[config.mk]
export PLATFORM = sky130hd
export DESIGN_NAME = inv_sub_bytes
export DESIGN_NICKNAME = d
export VERILOG_FILES = /design/src/rtl/inv_sub_bytes.sv
export SDC_FILE = /design/constraint.sdc
export NUM_CORES = 1
export LEC_CHECK = 0
export ABC_AREA = 1
export ABC_CLOCK_PERIOD_IN_PS = 26100
export BUFFER_PORTS_ARGS = -buffer_cell sky130_fd_sc_hd__buf_2
export CELL_PAD_IN_SITES_DETAIL_PLACEMENT = 1
export CELL_PAD_IN_SITES_GLOBAL_PLACEMENT = 2
export CORE_MARGIN = 2
export CORE_UTILIZATION = 38
export DETAILED_ROUTE_END_ITERATION = 10
export PLACE_DENSITY = 0.87
export SYNTH_ARGS = -nofsm -noshare
export SYNTH_HDL_FRONTEND = slang
export SYNTH_SLANG_ARGS = --single-unit
[constraint.sdc]
create_clock -name clk -period 26.1 [get_ports clk]
set_input_delay 2.61 -clock clk [delete_from_list [all_inputs] [get_ports clk]]
set_output_delay 2.61 -clock clk [all_outputs]
set_load 0.02 [all_outputs]
[src/rtl/inv_sub_bytes.sv]
// Iterative AES InvSubBytes engine: substitutes BYTES_PER_CYCLE bytes of a latched
// 128-bit state per clock, then holds the result until the downstream stage takes it.
module inv_sub_bytes #(
    parameter int BYTES_PER_CYCLE = 1
) (
    input  logic         clk,
    input  logic         reset,
    input  logic         in_valid,
    output logic         in_ready,
    input  logic [127:0] in_data,
    output logic         out_valid,
    input  logic         out_ready,
    output logic [127:0] out_data,
    output logic         busy
);

    localparam int NCHUNK = 16 / BYTES_PER_CYCLE;
    localparam int CW     = 8 * BYTES_PER_CYCLE;
    localparam int CNT_W  = (NCHUNK > 1) ? $clog2(NCHUNK) : 1;
    localparam logic [CNT_W-1:0] LAST = CNT_W'(NCHUNK - 1);

    generate
        if (!(BYTES_PER_CYCLE == 1 || BYTES_PER_CYCLE == 2 || BYTES_PER_CYCLE == 4 ||
              BYTES_PER_CYCLE == 8 || BYTES_PER_CYCLE == 16)) begin : g_bad_bpc
            $error("inv_sub_bytes: BYTES_PER_CYCLE must be 1, 2, 4, 8 or 16");
        end
    endgenerate

    typedef enum logic [1:0] {
        S_IDLE = 2'd0,
        S_BUSY = 2'd1,
        S_DONE = 2'd2
    } state_t;

    // GF(2^8) multiply modulo x^8 + x^4 + x^3 + x + 1
    function automatic logic [7:0] gf_mul(input logic [7:0] a, input logic [7:0] b);
        logic [7:0] p;
        logic [7:0] x;
        p = 8'h00;
        x = a;
        for (int i = 0; i < 8; i++) begin
            if (b[i]) p = p ^ x;
            x = {x[6:0], 1'b0} ^ (x[7] ? 8'h1b : 8'h00);
        end
        return p;
    endfunction

    // Multiplicative inverse as x^254; zero maps to zero without special casing
    function automatic logic [7:0] gf_inv(input logic [7:0] x);
        logic [7:0] x2, x3, x6, x12, x15, x30, x60, x120, x240;
        x2   = gf_mul(x, x);
        x3   = gf_mul(x2, x);
        x6   = gf_mul(x3, x3);
        x12  = gf_mul(x6, x6);
        x15  = gf_mul(x12, x3);
        x30  = gf_mul(x15, x15);
        x60  = gf_mul(x30, x30);
        x120 = gf_mul(x60, x60);
        x240 = gf_mul(x120, x120);
        return gf_mul(gf_mul(x240, x12), x2);
    endfunction

    // Inverse affine transform first, then field inversion
    function automatic logic [7:0] inv_sbox(input logic [7:0] b);
        logic [7:0] s;
        s = {b[6:0], b[7]} ^ {b[4:0], b[7:5]} ^ {b[1:0], b[7:2]} ^ 8'h05;
        return gf_inv(s);
    endfunction

    state_t             state_q, state_d;
    logic [CNT_W-1:0]   cnt_q, cnt_d;
    logic [127:0]       src_q, src_d;
    logic [127:0]       res_q, res_d;
    logic [CW-1:0]      src_chunk;
    logic [CW-1:0]      sub_chunk;

    always_comb begin
        src_chunk = src_q[127 - int'(cnt_q) * CW -: CW];
        sub_chunk = '0;
        for (int j = 0; j < BYTES_PER_CYCLE; j++) begin
            sub_chunk[CW-1-8*j -: 8] = inv_sbox(src_chunk[CW-1-8*j -: 8]);
        end
    end

    always_comb begin
        state_d = state_q;
        cnt_d   = cnt_q;
        src_d   = src_q;
        res_d   = res_q;
        unique case (state_q)
            S_IDLE: begin
                if (in_valid) begin
                    src_d   = in_data;
                    cnt_d   = '0;
                    state_d = S_BUSY;
                end
            end
            S_BUSY: begin
                res_d[127 - int'(cnt_q) * CW -: CW] = sub_chunk;
                if (cnt_q == LAST) begin
                    cnt_d   = '0;
                    state_d = S_DONE;
                end else begin
                    cnt_d = cnt_q + 1'b1;
                end
            end
            S_DONE: begin
                if (out_ready) state_d = S_IDLE;
            end
            default: state_d = S_IDLE;
        endcase
    end

    always_ff @(posedge clk) begin
        if (reset) begin
            state_q <= S_IDLE;
            cnt_q   <= '0;
            res_q   <= '0;
        end else begin
            state_q <= state_d;
            cnt_q   <= cnt_d;
            res_q   <= res_d;
        end
    end

    // Source copy is only meaningful after an accept, so it needs no reset
    always_ff @(posedge clk) begin
        src_q <= src_d;
    end

    assign in_ready  = (state_q == S_IDLE);
    assign out_valid = (state_q == S_DONE);
    assign busy      = (state_q == S_BUSY);
    assign out_data  = res_q;

endmodule

Word level (Yosys, flattened, before mapping)
Index checks and enable logic that the tools add are counted.
{ "word_totals": {"inputBits": 132, "regBits": 262, "elab_cells": 351} }
{ "op_classes": {"bitwise_logic": 157, "n_reduce_logical": 5, "n_addsub": 3, "n_eq_ne": 6, "muxes": 173, "shift": 3} }
{ "op_table": {"columns": ["cell", "n"], "rows": [
  ["$mux W8", 88],
  ["$xor A8 B8 Y8", 79],
  ["$xor A8 B5 Y8", 77],
  ["$mux W5", 77],
  ["$shift A8 B33 Y135 const A", 1],
  ["$shiftx A135 B8 Y8", 1],
  ["$shiftx A8 B33 Y135", 1],
  ["$bwmux W128", 1],
  ["$neg A8 Y33", 1],
  ["$mux W4", 2],
  ["$pmux W4 S2", 1],
  ["$sub A7 B7 Y8 const A", 1],
  ["$mux W2", 3],
  ["$pmux W2 S3", 1],
  ["$add A4 B1 Y4 const B", 1],
  ["$eq A4 B4 Y1 const B", 1],
  ["$ne A2 B1 Y1 const B", 2],
  ["$reduce_and A2 Y1", 2],
  ["$reduce_and A3 Y1", 1],
  ["$eq A2 B1 Y1 const B", 1],
  ["$eq A2 B2 Y1 const B", 1],
  ["$logic_not A2 Y1", 1],
  ["$ne A2 B2 Y1 const B", 1],
  ["$not A2 Y2", 1],
  ["$reduce_bool A2 Y1", 1]
]} }

Longest topological paths before layout
{ "depth": {"ltp_word": 182, "ltp_mapped": 174, "depth_no_buf": 161} }

Worst setup path after synthesis
OpenSTA, ideal clock, no wires.
{ "synth_path": {"path_type": "register -> register", "from": "register cnt_q[0]", "to": "register res_q[105], in the netlist out_data[105]", "setup_slack_ns": 10.398, "arrival_time_ns": 15.635, "n_path_buf": 18, "stages_incl_launch_ff": 148, "required_ns": 26.034, "cell_sequence": "dfxtp_1 > buf_6 > buf_12 > buf_12 > nand2_2 > nand3_1 > nand3_2 > inv_1 > nor2_2 > nor2_2 > nand2_2 > nand3_1 > nand2_4 > bufbuf_8 > buf_6 > ha_1 > inv_1 > nand2_1 > (+112 left out) > buf_8 > nand2_2 > xor2_1 > nand2_1 > nand2_2 > nand3_2 > nand2_4 > nand3_1 > nand2_2 > nor2_2 > or2_1 > nand3_1 > nand2_1 > nand2_2 > nand2_2 > nand2_4 > nand4_4 > a21oi_2"} }
{ "synth_via": {"elab_chain_len": 176, "elab_cells_between_ends": 328, "cone_classes": "2 x add/sub; 3 x shift; 166 x mux; 157 x bitwise"} }
{ "synth_rtl": {"columns": ["item", "line_no", "text"], "rows": [
  ["from (decl)", "71", "logic [CNT_W-1:0] cnt_q, cnt_d;"],
  ["from (signal assigned)", "121", "cnt_q <= cnt_d;"],
  ["$sub A7 B7 Y8 (*)", "78, 99", null],
  ["$shiftx A135 B8 Y8", "78", "src_chunk = src_q[127 - int'(cnt_q) * CW -: CW];"],
  ["$xor A8 B8 Y8 (2 in a row)", "66", "s = {b[6:0], b[7]} ^ {b[4:0], b[7:5]} ^ {b[1:0], b[7:2]} ^ 8'h05;"],
  ["$not A2 Y2 (no line)", null, null],
  ["$mux W8", "42", "if (b[i]) p = p ^ x;"],
  ["$xor A8 B8 Y8", "42", null],
  ["$mux W8", "42", null],
  ["$xor A8 B8 Y8", "42", null],
  ["(+159 left out)", null, null],
  ["$xor A8 B8 Y8", "42", null],
  ["$mux W8", "42", null],
  ["$xor A8 B8 Y8", "42", null],
  ["$mux W8", "42", null],
  ["$xor A8 B8 Y8", "42", null],
  ["$mux W8", "42", null],
  ["$shiftx A8 B33 Y135", "99", "res_d[127 - int'(cnt_q) * CW -: CW] = sub_chunk;"],
  ["$bwmux W128 (*)", "99", null],
  ["to (signal assigned)", "122", "res_q <= res_d;"],
  ["to (decl)", "73", "logic [127:0] res_q, res_d;"]
]} }
Every way passes the cells marked *; elsewhere a longest branch is shown, timed or not.
A chain may end at the register's enable or synchronous reset.

Worst setup path in the final report
{ "layout_path": {"from": "register cnt_q[0]", "to": "register res_q[40], in the netlist out_data[40]"} }
Same word-level chain as after synthesis.

==> results.md <==
- I/O Pins: 263
- Core Box Area: 0.09001 mm2
- CTS HTree Levels: 1
- Cells after DPL: 6,343
- Most common flop cell mapped by yosys: sky130_fd_sc_hd__dfxtp_1
- Total gr overflow: 0
- Port bufs: about 260
- Count of different cell masters after synthesis: 58
- Count of warnings emitted by yosys: 0
- Number of rows in the core area: 110
- Setup TNS: 0 ns
- GR Util All Layers: between 20% and 30%
- Remaining routing DRC violations: 0
- Vias in the first global route: 33,370
- Seq/Total Area, Yosys: 18.94%
- RSZ-0062 raised after global routing: false
- FILL cells: roughly 12,000
- Number of pins exceeding their max-slew limit in the final report: 0
- Max cap viols: 0
- Hold Buf Count CTS: 0
- CTS tree: done
- Setup bufs post-CTS: 0
- Count of placed standard cells in the final layout, fillers left out: 6,387
- Count of cells resized by post-cts repair: 0
- Number of enable-type register cells in the synthesized netlist: 128
- Most common cell on crit path: sky130_fd_sc_hd__nand2_1
- Commonest cells in the synthesized netlist: sky130_fd_sc_hd__nand2_1 (1,427), sky130_fd_sc_hd__nand2_2 (660), sky130_fd_sc_hd__nand3_1 (646)
- Layout cell share with drive strength beyond 1: a little over a third
- Maximum clock frequency: 0.05007 GHz
- Number of buffers on the longest clock path: 3
- Full die area: approximately 0.093 mm2
- Fin crit period: around 20 ns
- Total detailed-routing wirelength: around 110,000 um
- Clock tree sinks: 262
- CTS Root Cell: sky130_fd_sc_hd__clkbuf_16
- Pin count of the biggest net entering global routing: 117
- Crit Path Class: reg2reg
- Vertical die dimension: slightly above 300 um
- Number of DRC markers after the initial detailed-route iteration: 1,413
- Clk pin slew, worst setup/hold paths: 0.07 ns
- Number of vias after detailed routing: roughly 32,000
- Post-synthesis area per instance: 6.854 um2
- WP data required: between 20 and 30 ns
- Worst Skew: 0.01707 ns
- CTS Buf Count: 23
- Growth of design area from synthesis to finish: 5.333%
- Library cell contributing the largest single delay on the critical path: sky130_fd_sc_hd__buf_4
- Initial Util: 38.29%
- Kind of end point of the critical path: flop
- FF+latch count, synth: roughly 260
- Result of the run: complete, no violations
- Fraction of post-synthesis cell area in the top cell type by area: 15.54%
- Count leader, synth: sky130_fd_sc_hd__nand2_1
- FFs w/ async S/R, synth: 0%
- Average wire per standard cell: roughly 18 um
- Routed Antenna Nets: 0
- Worst hold path class: reg2reg
- Slew at the pin with the worst max-slew slack: ~1 ns
- Critical path fanouts, max: 81
- Cell count after synthesis: between 5,000 and 6,000
- Worst setup slack for register-to-register paths: 6.13 ns
- Critical path's top delay family: simple AND/OR/NAND/NOR gates
- Synth top area cells: sky130_fd_sc_hd__nand2_1 (16%), sky130_fd_sc_hd__nand2_2 (12%), sky130_fd_sc_hd__edfxtp_1 (11%), sky130_fd_sc_hd__nand3_1 (9.4%), sky130_fd_sc_hd__nand2_4 (8.7%)
- Syn Nets: 5,173
- Final Net Count: approximately 5,300
- Final clock period utilization by the worst path: 76.52%
- Die W: 305.2 um
- Wire length of the first global-routing pass: 181,600 um
- Arr. time, crit path: 20.41 ns
- First-pass iteration count of the detailed router: 5
- Hpwl dp: 90,640 um
- Antenna violations before repair: 4
- WP buf/inv: 18
- Via/cell ratio: 5.068
- Number of hold violations in the final report: 0
- Worst slew margin: 33.41%
- Clock latency on the worst-skew pair: 0.53 ns
- Routability Congestion: 0.8710
- Nature of the critical path startpoint: flop
- Synth Cell Area: 0.03446 mm2
- Critical Path Max Stage Delay: 0.68 ns
- Worst Hold Slack: ~0.54 ns
- Post-synth top area cell: sky130_fd_sc_hd__nand2_1
- Total of endpoints with negative setup slack in the final report: 0
## logic make-up after synthesis
group                    Yosys count  synth area share (%)
adder cells (fa/ha/maj)           13                0.4720
AND/OR/NAND/NOR                 3625                 61.13
AO/OA/AOI/OAI                    325                 5.428
XOR/XNOR                          54                 1.666
buffers and inverters            749                 12.36
flip-flops                       262                 18.94
## path summary, 6_finish.rpt
kind | start | end | cells past startpoint
setup / recovery | cnt_q[0]$_SDFFE_PP0P_ | out_data[40]$_SDFFE_PP0P_ | 134
hold / removal | out_data[100]$_SDFFE_PP0P_ | out_data[100]$_SDFFE_PP0P_ | 2
setup reg to reg | cnt_q[0]$_SDFFE_PP0P_ | out_data[40]$_SDFFE_PP0P_ | 134
hold reg to reg | out_data[100]$_SDFFE_PP0P_ | out_data[100]$_SDFFE_PP0P_ | 2
## stage by stage
stage	cell area [um2]	worst slack (ns)	utilization (%)
finish	36300	6.128	40.33
global route	36300	4.026	40.33
detailed placement	35580	6.223	39.53
floorplan	34460	10.40	-
global placement	35580	6.587	39.53
CTS	36290	6.130	40.32
## worst register-to-register path, delay by kind of cell (launching register included)
kind / cells / cell delay, ns
AOI/OAI and AO/OA: 2 / 0.37
xor gates and xnor gates: 3 / 1.07
adders and majority gates: 7 / 2.76
DFF: 1 / 0.32
and+or+nand+nor: 104 / 12.40
buffers and inverters: 18 / 2.95
## state kept, by name (all words and copies together), names as in the netlist
signal    flops
state_q       2
src_q       128
cnt_q         4
out_data    128
## layout make-up
class | instances | area [um2] | area share [%]
clock buffers | 37 | 688.2 | 1.896
diodes | 3 | 7.507 | 0.02068
clock inverters | 4 | 26.28 | 0.07238
flip-flops and latches | 262 | 6529 | 17.99
repair buffers | 276 | 1416 | 3.902
well taps | 1176 | 1471 | 4.053
inverters | 612 | 2486 | 6.849
multi-input cells | 4017 | 23680 | 65.22
## per-layer routing
metal	GRT usage, %	vias to the layer above	part of all wire [%]
li1	-	16310	-
met1	29.69	15430	44
met5	0	-	0.012
met3	2.808	126	3.8
met4	5.373	2	2.2
met2	43.68	504	50
## layout by cell type (no fill, tap or decap), drive strengths merged
cell type and instances:
nand2 2370, nand3 908, inv 586, buf 276
nor2 274, o21ai 179, a21oi 143, dfxtp 134
edfxtp 128, nand4 41, clkbuf 37, xor2 28
clkinv 28, xnor2 26, nand3b 23, ha 13
or2 6, diode 3, bufinv 2, o21bai 2
a21boi 1, nor3b 1, and2 1, nor3 1
Power is left out: the tool's default activity adds up to more than one toggle a clock period on the data nets, which glitch-free logic cannot reach.
